$ cat src/rtl/seg7_pkg.sv
// Shared definitions for the 7-segment capture path: segment patterns,
// FSM states and the decode-result record.
package seg7_pkg;

    typedef logic [6:0] seg_t;

    // Bit order is {a,b,c,d,e,f,g}, segment a in the MSB.
    localparam seg_t SEG_0     = 7'b1111110;
    localparam seg_t SEG_1     = 7'b0110000;
    localparam seg_t SEG_2     = 7'b1101101;
    localparam seg_t SEG_3     = 7'b1111001;
    localparam seg_t SEG_4     = 7'b0110011;
    localparam seg_t SEG_5     = 7'b1011011;
    localparam seg_t SEG_6     = 7'b1011111;
    localparam seg_t SEG_7     = 7'b1110000;
    localparam seg_t SEG_8     = 7'b1111111;
    localparam seg_t SEG_9     = 7'b1111011;
    localparam seg_t SEG_A     = 7'b1110111;
    localparam seg_t SEG_B     = 7'b0011111;
    localparam seg_t SEG_C     = 7'b1001110;
    localparam seg_t SEG_D     = 7'b0111101;
    localparam seg_t SEG_E     = 7'b1001111;
    localparam seg_t SEG_F     = 7'b1000111;
    localparam seg_t SEG_OVF   = 7'b0011110;
    localparam seg_t SEG_BLANK = 7'b0000000;

    typedef enum logic {
        S_WAIT  = 1'b0,
        S_VALID = 1'b1
    } state_e;

    typedef struct packed {
        logic [3:0] digit;
        logic       ovf;
        logic       err;
    } decode_t;

endpackage

$ cat src/rtl/seg7_pattern_decode.sv
// Combinational decode of a 7-segment pattern back to a hex digit plus
// overflow / illegal-pattern flags.
module seg7_pattern_decode
    import seg7_pkg::*;
(
    input  seg_t    i_pattern,
    output decode_t o_result
);

    always_comb begin
        // NOTE: every output gets a default before the case so no path leaves
        // it unassigned; otherwise synthesis infers a latch.
        o_result = '0;
        case (i_pattern)
            SEG_0:     o_result.digit = 4'h0;
            SEG_1:     o_result.digit = 4'h1;
            SEG_2:     o_result.digit = 4'h2;
            SEG_3:     o_result.digit = 4'h3;
            SEG_4:     o_result.digit = 4'h4;
            SEG_5:     o_result.digit = 4'h5;
            SEG_6:     o_result.digit = 4'h6;
            SEG_7:     o_result.digit = 4'h7;
            SEG_8:     o_result.digit = 4'h8;
            SEG_9:     o_result.digit = 4'h9;
            SEG_A:     o_result.digit = 4'hA;
            SEG_B:     o_result.digit = 4'hB;
            SEG_C:     o_result.digit = 4'hC;
            SEG_D:     o_result.digit = 4'hD;
            SEG_E:     o_result.digit = 4'hE;
            SEG_F:     o_result.digit = 4'hF;
            SEG_OVF:   o_result.ovf   = 1'b1;
            SEG_BLANK: o_result       = '0;
            default:   o_result.err   = 1'b1;
        endcase
    end

endmodule

$ cat src/rtl/seg7_capture.sv
// Samples, debounces and decodes the 7-segment bus, emitting each new glyph
// once on a valid/ready port. Define SEG7_CAPTURE_ERRCNT_EN to add err_count.
module seg7_capture
    import seg7_pkg::*;
#(
    parameter int SYNC_STAGES   = 2,
    parameter int STABLE_CYCLES = 4
)
(
    input  logic       clk,
    input  logic       rst_n,
    input  logic       seg_a,
    input  logic       seg_b,
    input  logic       seg_c,
    input  logic       seg_d,
    input  logic       seg_e,
    input  logic       seg_f,
    input  logic       seg_g,
    input  logic       out_ready,
    output logic       out_valid,
    output logic [3:0] out_digit,
    output logic       out_ovf,
    output logic       out_err
`ifdef SEG7_CAPTURE_ERRCNT_EN
    ,
    output logic [7:0] err_count
`endif
);

    localparam int CNT_W = (STABLE_CYCLES > 1) ? $clog2(STABLE_CYCLES) : 1;
    localparam logic [CNT_W-1:0] CNT_MAX = CNT_W'(STABLE_CYCLES - 1);

    seg_t             w_pins;
    seg_t             r_sync [SYNC_STAGES];
    seg_t             w_p;
    seg_t             w_p_next;
    logic [CNT_W-1:0] r_cnt;
    logic             w_stable;
    seg_t             r_last;
    state_e           r_state;
    state_e           w_state_next;
    logic             w_emit;
    logic             w_handshake;
    decode_t          w_dec;
    logic [3:0]       r_digit;
    logic             r_ovf;
    logic             r_err;

    assign w_pins   = {seg_a, seg_b, seg_c, seg_d, seg_e, seg_f, seg_g};
    assign w_p      = r_sync[SYNC_STAGES-1];
    assign w_p_next = r_sync[SYNC_STAGES-2];

    always_ff @(posedge clk or negedge rst_n) begin
        // NOTE: the synchronizer array is reset element by element so the
        // first compare after reset sees a known blank, not X.
        if (!rst_n) begin
            for (int i = 0; i < SYNC_STAGES; i++) r_sync[i] <= SEG_BLANK;
        end else begin
            // NOTE: non-blocking assignments make every stage take its
            // neighbour's old value, giving a true shift register.
            r_sync[0] <= w_pins;
            for (int i = 1; i < SYNC_STAGES; i++) r_sync[i] <= r_sync[i-1];
        end
    end

    // The counter looks at the value about to enter the last stage, so after
    // each edge r_cnt already reflects how long w_p has held its value.
    always_ff @(posedge clk or negedge rst_n) begin
        if (!rst_n) begin
            r_cnt <= '0;
        end else if (w_p_next != w_p) begin
            r_cnt <= '0;
        end else if (r_cnt != CNT_MAX) begin
            r_cnt <= r_cnt + 1'b1;
        end
    end

    assign w_stable = (r_cnt == CNT_MAX);

    seg7_pattern_decode u_decode (
        .i_pattern (w_p),
        .o_result  (w_dec)
    );

    always_ff @(posedge clk or negedge rst_n) begin
        if (!rst_n) r_state <= S_WAIT;
        else        r_state <= w_state_next;
    end

    always_comb begin
        w_state_next = r_state;
        w_emit       = 1'b0;
        w_handshake  = 1'b0;
        case (r_state)
            S_WAIT: begin
                if (w_stable && (w_p != SEG_BLANK) && (w_p != r_last)) begin
                    w_emit       = 1'b1;
                    w_state_next = S_VALID;
                end
            end
            S_VALID: begin
                if (out_ready) begin
                    w_handshake  = 1'b1;
                    w_state_next = S_WAIT;
                end
            end
            default: w_state_next = S_WAIT;
        endcase
    end

    // A stable blank forgets the last glyph so a repeated digit re-emits.
    always_ff @(posedge clk or negedge rst_n) begin
        if (!rst_n) begin
            r_last <= SEG_BLANK;
        end else if (w_emit) begin
            r_last <= w_p;
        end else if (w_stable && (w_p == SEG_BLANK)) begin
            r_last <= SEG_BLANK;
        end
    end

    always_ff @(posedge clk or negedge rst_n) begin
        if (!rst_n) begin
            r_digit <= '0;
            r_ovf   <= 1'b0;
            r_err   <= 1'b0;
        end else if (w_emit) begin
            r_digit <= w_dec.digit;
            r_ovf   <= w_dec.ovf;
            r_err   <= w_dec.err;
        end
    end

    assign out_valid = (r_state == S_VALID);
    assign out_digit = r_digit;
    assign out_ovf   = r_ovf;
    assign out_err   = r_err;

`ifdef SEG7_CAPTURE_ERRCNT_EN
    logic [7:0] r_err_count;

    always_ff @(posedge clk or negedge rst_n) begin
        if (!rst_n) begin
            r_err_count <= '0;
        end else if (w_handshake && r_err && (r_err_count != 8'hFF)) begin
            r_err_count <= r_err_count + 1'b1;
        end
    end

    assign err_count = r_err_count;
`endif

endmodule

$ cat config.mk
export PLATFORM = sky130hd
export DESIGN_NAME = seg7_capture
export DESIGN_NICKNAME = d
export VERILOG_FILES = /design/src/rtl/seg7_pkg.sv /design/src/rtl/seg7_pattern_decode.sv /design/src/rtl/seg7_capture.sv
export SDC_FILE = /design/constraint.sdc
export NUM_CORES = 1
export LEC_CHECK = 0
export BUFFER_PORTS_ARGS = -buffer_cell sky130_fd_sc_hd__buf_4
export CAP_MARGIN = 5
export CORE_ASPECT_RATIO = 1.1
export CORE_MARGIN = 2
export CORE_UTILIZATION = 38
export CTS_BUF_LIST = sky130_fd_sc_hd__clkbuf_8
export CTS_CLUSTER_DIAMETER = 100
export DETAILED_ROUTE_END_ITERATION = 10
export GPL_TIMING_DRIVEN = 0
export PLACE_DENSITY = 0.64
export SETUP_SLACK_MARGIN = 0.15
export SLEW_MARGIN = 20
export SYNTH_ARGS = -nofsm -noshare
export SYNTH_HDL_FRONTEND = slang
export SYNTH_SLANG_ARGS = --single-unit
$ cat constraint.sdc
create_clock -name clk -period 2.1 [get_ports clk]
set_input_delay 0.105 -clock clk [delete_from_list [all_inputs] [get_ports clk]]
set_output_delay 0.105 -clock clk [all_outputs]
set_load 0.01 [all_outputs]
==> results.sh, run 1 <==
export IMPL_status="finished, final reports clean"
export IMPL_hold_class="in2async"
export IMPL_r2r_setup_slack_ps=270
export IMPL_fin_crit_sh_pct=87.14
export IMPL_yosys_top_cells_area="dfrtp_1 (49%), xor2_1 (6.8%), nand3_1 (3.3%)"
export IMPL_relSlewSlack_pct=71.58
export IMPL_arrival_ps=1990
export IMPL_tightest_slew_ps=422.4
export IMPL_grt_overflow_total=0
export IMPL_dieWidth_um=64.65
export IMPL_skew_ps=8.138
export IMPL_drtPass1Iterations=4
export IMPL_powerDensity_mw_per_mm2=607.4
export IMPL_syn_area_per_cell_um2=10.39
export IMPL_drtAntennaViolNets=0
export IMPL_synth_cell_types=41
export IMPL_grt_pass1_vias=1240
export IMPL_cts_tree="done"
export IMPL_slew_violations=0
export IMPL_grt_usage_pct=16.11
export IMPL_fp_dieH_um=70.72
export IMPL_seq_area_frac_synth_pct=48.82
export IMPL_wl_mm=3.189
export IMPL_place_congestion=0.8643
export IMPL_grt_pass1_wl_mm=5.589
export IMPL_timing_rr_end="out_digit[0]"
export IMPL_diodes=0
export IMPL_tns_ps=0
export IMPL_cts_sinks=30
export IMPL_finalNetCount=195
export IMPL_setup_viol=0
export IMPL_ioPinCount=17
export IMPL_initial_core_util_pct=39.09
export IMPL_cap_violations=0
export IMPL_first_iter_violations=52
export IMPL_synth_cells=148
export IMPL_critical_path_endpoint_type="flip-flop"
export IMPL_drcViolationCount=0
export IMPL_cp_required_ps=2260
export IMPL_worstReg2RegStart="w_p[2]"
export IMPL_clkTransAtPathRegs_ps=60
export IMPL_path_class="reg2reg"
export IMPL_crit_fanout=7
export IMPL_multi_input_area_um2=681.9
export IMPL_yosys_register_bits=30
export IMPL_root_buffer="clkbuf_8"
export IMPL_insertion_delay_ps=280
export IMPL_peakVddDrop_v=0.0003728
export IMPL_wl_per_cell_um=13.57
export IMPL_worstSetupStartpointType="flip-flop"
export IMPL_viasPerCell=5.336
export IMPL_rsz0062_at_grt="no"
export IMPL_cts_buffers=5
export IMPL_fillers=387
export IMPL_syn_area_mm2=0.001538
export IMPL_area_growth_pct=25.71
export IMPL_dieArea_mm2=0.004572
export IMPL_row_count=24
export IMPL_drive_above_1_share_pct=25.68
export IMPL_seqCellArea_um2=752.0
export IMPL_port_buffers=16
export IMPL_antenna_found_initial=0
export IMPL_dp_hpwl_mm=2.292
export IMPL_synth_top_cell_area_share_pct=48.82
export IMPL_grt_max_degree=31
export IMPL_clockBufferDepth=2
export IMPL_crit_start="w_p[2]"
export IMPL_yosys_warnings=0
export IMPL_r2r_cells=4
export IMPL_synth_nets=159
export IMPL_hold_viol=0
export IMPL_htree_levels=2
export IMPL_p_leak_uw=0.0009206
export IMPL_core_area_mm2=0.003934
export IMPL_total_power_uw=1174
export IMPL_synth_largest_area_cell="dfrtp_1"
export IMPL_max_freq_mhz=546.5
export IMPL_period_needed_ps=1830
export IMPL_vias=1254
==> state kept, by name, indices dropped and copies added, names as in the netlist <==
| name | count |
|---|---|
| r_last | 7 |
| w_p | 7 |
| w_p_next | 7 |
| out_digit | 4 |
| r_cnt | 2 |
| out_err | 1 |
| out_ovf | 1 |
| out_valid | 1 |
==> metrics by stage <==
stage | utilization [%] | cells | hold WS [ps] | instance area [um2] | worst slack (ps)
finish | 49.14 | 235 | 282.8 | 1933 | 270.1
floorplan | - | 148 | -190.6 | 1538 | 389.2
global placement | 43.80 | 216 | 39.75 | 1723 | 171.0
detailed placement | 43.80 | 216 | 45.21 | 1723 | 165.5
global route | 49.14 | 235 | 322.3 | 1933 | 173.1
CTS | 48.19 | 231 | 298.7 | 1896 | 161.2
==> critical path, cell delays in order, from the launching register on <==
cell and delay (ps):
dfrtp_2 410, or3_4 420, nor4b_4 360, a2111o_4 230
mux2_4 300
==> cell families after synthesis <==
kind of cell | after synthesis | share of synthesized area, %
XOR/XNOR | 15 | 8.544
adder cells (fa/ha/maj) | 1 | 0.8135
multiplexers | 3 | 2.604
AO/OA/AOI/OAI | 31 | 13.59
buffers and inverters | 21 | 7.241
AND/OR/NAND/NOR | 47 | 18.39
flip-flops | 30 | 48.82
==> how the worst max path moves through the flow <==
| stage | end | slack (ps) |
|---|---|---|
| floorplan | out_digit[0] | 390 |
| global placement | out_err | 170 |
| detailed placement | out_err | 170 |
| CTS | out_err | 160 |
| global route | r_last[0] | 170 |
| finish | out_digit[0] | 270 |
==> Yosys cell counts (all sizes together) <==
| cell type | number |
|---|---|
| nand4b | 1 |
| o31ai | 2 |
| inv | 9 |
| or3b | 2 |
| or4 | 1 |
| nand2b | 1 |
| a21oi | 4 |
| mux2i | 1 |
| nand3b | 4 |
| dfrtp | 30 |
| or4b | 1 |
| a21o | 1 |
| o32ai | 1 |
| or3 | 1 |
| buf | 12 |
| a2111oi | 1 |
| nor4b | 1 |
| xor2 | 12 |
| a31oi | 1 |
| or2b | 1 |
| nor2b | 1 |
| o2111ai | 1 |
| nand3 | 10 |
| nor3 | 2 |
| o21a | 1 |
| a211oi | 3 |
| mux2 | 2 |
| o21ai | 12 |
| o211ai | 1 |
| a32oi | 1 |
| xnor2 | 3 |
| nor4 | 4 |
| o22ai | 1 |
| nor2 | 4 |
| nand4 | 2 |
| nand2 | 11 |
| ha | 1 |
| a2111o | 1 |
==> per-layer routing <==
layer,wire [um],up-vias,global-route usage (%)
met5,0,-,0
met4,79,0,4.492
met3,197,11,5.882
met2,1639,55,27.43
met1,1272,596,19.18
li1,-,592,-
==> placed cells by master, fill, tap and decap left out, types with 2 or more instances in the layout <==
cell,instances
nor2_1,4
o31ai_1,2
buf_4,22
or3b_2,2
nor4_1,4
inv_1,9
nor3_1,2
nand4_1,2
mux2_4,2
a211oi_1,3
a21oi_1,4
nand2_1,11
nand3b_1,4
dlygate4sd3_1,9
o21ai_1,9
dfrtp_1,29
xor2_1,12
buf_2,8
o21ai_0,3
xnor2_1,3
clkbuf_8,6
buf_6,2
nand3_1,10
==> power breakdown <==
part	internal [uW]	switching, uW	leakage, uW
clock network	251	188	0.0000431
registers	593	11.0	0.000386
logic	61.0	70.1	0.000492
==> repair_timing <==
item | 4_1_cts | 5_1_grt
hold buffers | 9 | 0
setup buffers | 0 | 4
endpoints found under the hold margin | 38 | 0
gates resized for setup | 0 | 3
setup endpoints to repair | 0 | 13
==> final cells by class <==
class                           instances  share of cell area [%]
Buffer                                 12                   4.013
Timing Repair Buffer                   29                   12.43
Multi-Input combinational cell         97                   35.28
Sequential cell                        30                   38.90
Clock buffer                            6                   4.272
Inverter                                9                   1.748
Tap cell                               52                   3.366
No activity file was read; power rests on OpenSTA's default activity.
==> run 2, diff against run 1 <==
--- a/config.mk
+++ b/config.mk
@@ -8,7 +8,6 @@
 export BUFFER_PORTS_ARGS = -buffer_cell sky130_fd_sc_hd__buf_4
 export CAP_MARGIN = 5
 export CORE_ASPECT_RATIO = 1.1
-export CORE_MARGIN = 2
 export CORE_UTILIZATION = 38
 export CTS_BUF_LIST = sky130_fd_sc_hd__clkbuf_8
 export CTS_CLUSTER_DIAMETER = 100
==> run 2 against run 1 <==
Routed wire length shrank 0.34%. Critical path type unchanged. Cell area grew 1.6%. Largest cell class unchanged. Hold slack lost 19 ps. Sequential cell count is the same.
==> results.sh, run 2 (synthesis gave the netlist of run 1 again) <==
export IMPL_r2r_setup_slack_ps=210
export IMPL_port_buffers=16
export IMPL_grt_pass1_wl_mm=5.368
export IMPL_worstSetupStartpointType="flip-flop"
export IMPL_max_freq_mhz=529.5
export IMPL_slew_violations=0
export IMPL_arrival_ps=2060
export IMPL_cp_required_ps=2280
export IMPL_finalNetCount=195
export IMPL_cts_tree="done"
export IMPL_drtAntennaViolNets=0
export IMPL_tns_ps=0
export IMPL_hold_class="in2async"
export IMPL_drtPass1Iterations=4
export IMPL_fin_cells=235
export IMPL_crit_chain="or3_4, nor4b_4, a2111o_4, mux2_4"
export IMPL_dp_hpwl_mm=2.224
export IMPL_tightest_slew_ps=471.7
export IMPL_fillers=342
export IMPL_row_count=23
export IMPL_fp_dieH_um=68.72
export IMPL_place_congestion=0.8390
export IMPL_period_needed_ps=1888
export IMPL_viasPerCell=5.123
export IMPL_insertion_delay_ps=290
export IMPL_peakVddDrop_v=0.0004552
export IMPL_wl_mm=3.178
export IMPL_crit_fanout=8
export IMPL_cts_buffers=5
export IMPL_r2r_cells=4
export IMPL_path_class="reg2reg"
export IMPL_cts_sinks=30
export IMPL_grt_pass1_vias=1182
export IMPL_area_growth_pct=27.75
export IMPL_fin_crit_sh_pct=89.93
export IMPL_htree_levels=2
export IMPL_dieArea_mm2=0.004305
export IMPL_diodes=0
export IMPL_skew_ps=5.705
export IMPL_drcViolationCount=0
export IMPL_crit_slowest_cell="dfrtp_2"
export IMPL_core_area_mm2=0.003770
export IMPL_max_stage_delay_ps=440
export IMPL_drive_above_1_share_pct=26.49
export IMPL_clockBufferDepth=2
export IMPL_placedCellCount=214
export IMPL_timing_rr_end="out_digit[3]"
export IMPL_worstReg2RegStart="w_p[2]"
export IMPL_wl_per_cell_um=13.52
export IMPL_clkTransAtPathRegs_ps=70
export IMPL_hold_viol=0
export IMPL_cap_violations=0
export IMPL_grt_overflow_total=0
export IMPL_seqCellArea_um2=752.0
export IMPL_grt_usage_pct=16.92
export IMPL_first_iter_violations=51
export IMPL_powerDensity_mw_per_mm2=623.2
export IMPL_multi_input_area_um2=681.9
export IMPL_layout_cells_most_common_list="dfrtp_1 (29), buf_4 (21), xor2_1 (12)"
export IMPL_status="finished, final reports clean"
export IMPL_vias=1204
export IMPL_antenna_found_initial=0
export IMPL_rsz0062_at_grt="yes"
export IMPL_dieWidth_um=62.65
export IMPL_initial_core_util_pct=40.79
export IMPL_p_leak_uw=0.0009352
export IMPL_ioPinCount=17
export IMPL_layout_commonest_cell="dfrtp_1"
export IMPL_final_cell_area_mm2=0.001964
export IMPL_crit_buf_inv=0
export IMPL_relSlewSlack_pct=68.27
export IMPL_root_buffer="clkbuf_8"
export IMPL_setup_viol=0
export IMPL_crit_family="simple AND/OR/NAND/NOR gates"
export IMPL_grt_max_degree=31
export IMPL_postPlaceCellArea_mm2=0.001720
export IMPL_critical_path_endpoint_type="flip-flop"
-- run 2: power breakdown --
part	switching [uW]	leakage, uW	internal, uW	total, uW
clock network	231	0.0000472	263	494
logic	67.2	0.000502	59.4	127
registers	11.7	0.000386	592	604
total	310	0.000935	914	1220
-- run 2: how the worst max path moves through the flow --
stage                start  depth (start not counted)  slack, ps           end
floorplan           w_p[2]                          4        390  out_digit[0]
global placement    w_p[2]                          6        210       out_err
detailed placement  w_p[2]                          6        120       out_err
CTS                 w_p[2]                          4        210  out_digit[3]
global route        w_p[2]                          4        130  out_digit[0]
finish              w_p[2]                          4        210  out_digit[3]
-- run 2: metal layers --
layer	global-route usage (%)	share of wire, %
met1	18.99	44
met2	27.85	48
met3	5.921	5.3
met4	11.05	2.6
met5	0	0
-- run 2: layout make-up --
type | instances | area share (%)
multi-input cells | 97 | 34.71
well taps | 50 | 3.185
plain buffers | 12 | 4.140
clock inverters | 2 | 0.6369
repair buffers | 29 | 13.12
clock buffers | 6 | 4.204
flip-flops and latches | 30 | 38.28
inverters | 9 | 1.720
-- run 2: timing repair --
item / CTS / global route
hold buffers: 9 / 0
setup buffers: 0 / 3
endpoints found under the setup margin: 1 / 13
resized for setup: 1 / 3
gates cloned: 0 / 1
hold endpoints to repair: 38 / 0
pin swaps: 0 / 3
-- run 2: worst reg2reg max path: stages, from the launching register on --
cell and delay [ps]:
dfrtp_2 440, or3_4 410, nor4b_4 360, a2111o_4 250, mux2_4 310
-- run 2: per-stage QoR --
stage / total power [uW] / util, % / hold slack (ps) / setup WS [ps]
5_1_grt: 1282 / 52.11 / 312.2 / 134.5
3_5_place_dp: 724.5 / 45.64 / 53.86 / 116.7
4_1_cts: 1235 / 50.58 / 288.6 / 208.4
6_report: 1224 / 52.11 / 264.2 / 211.6
2_1_floorplan: 682.2 / - / -190.6 / 389.2
3_3_place_gp: 722.5 / 45.64 / 43.54 / 207.8
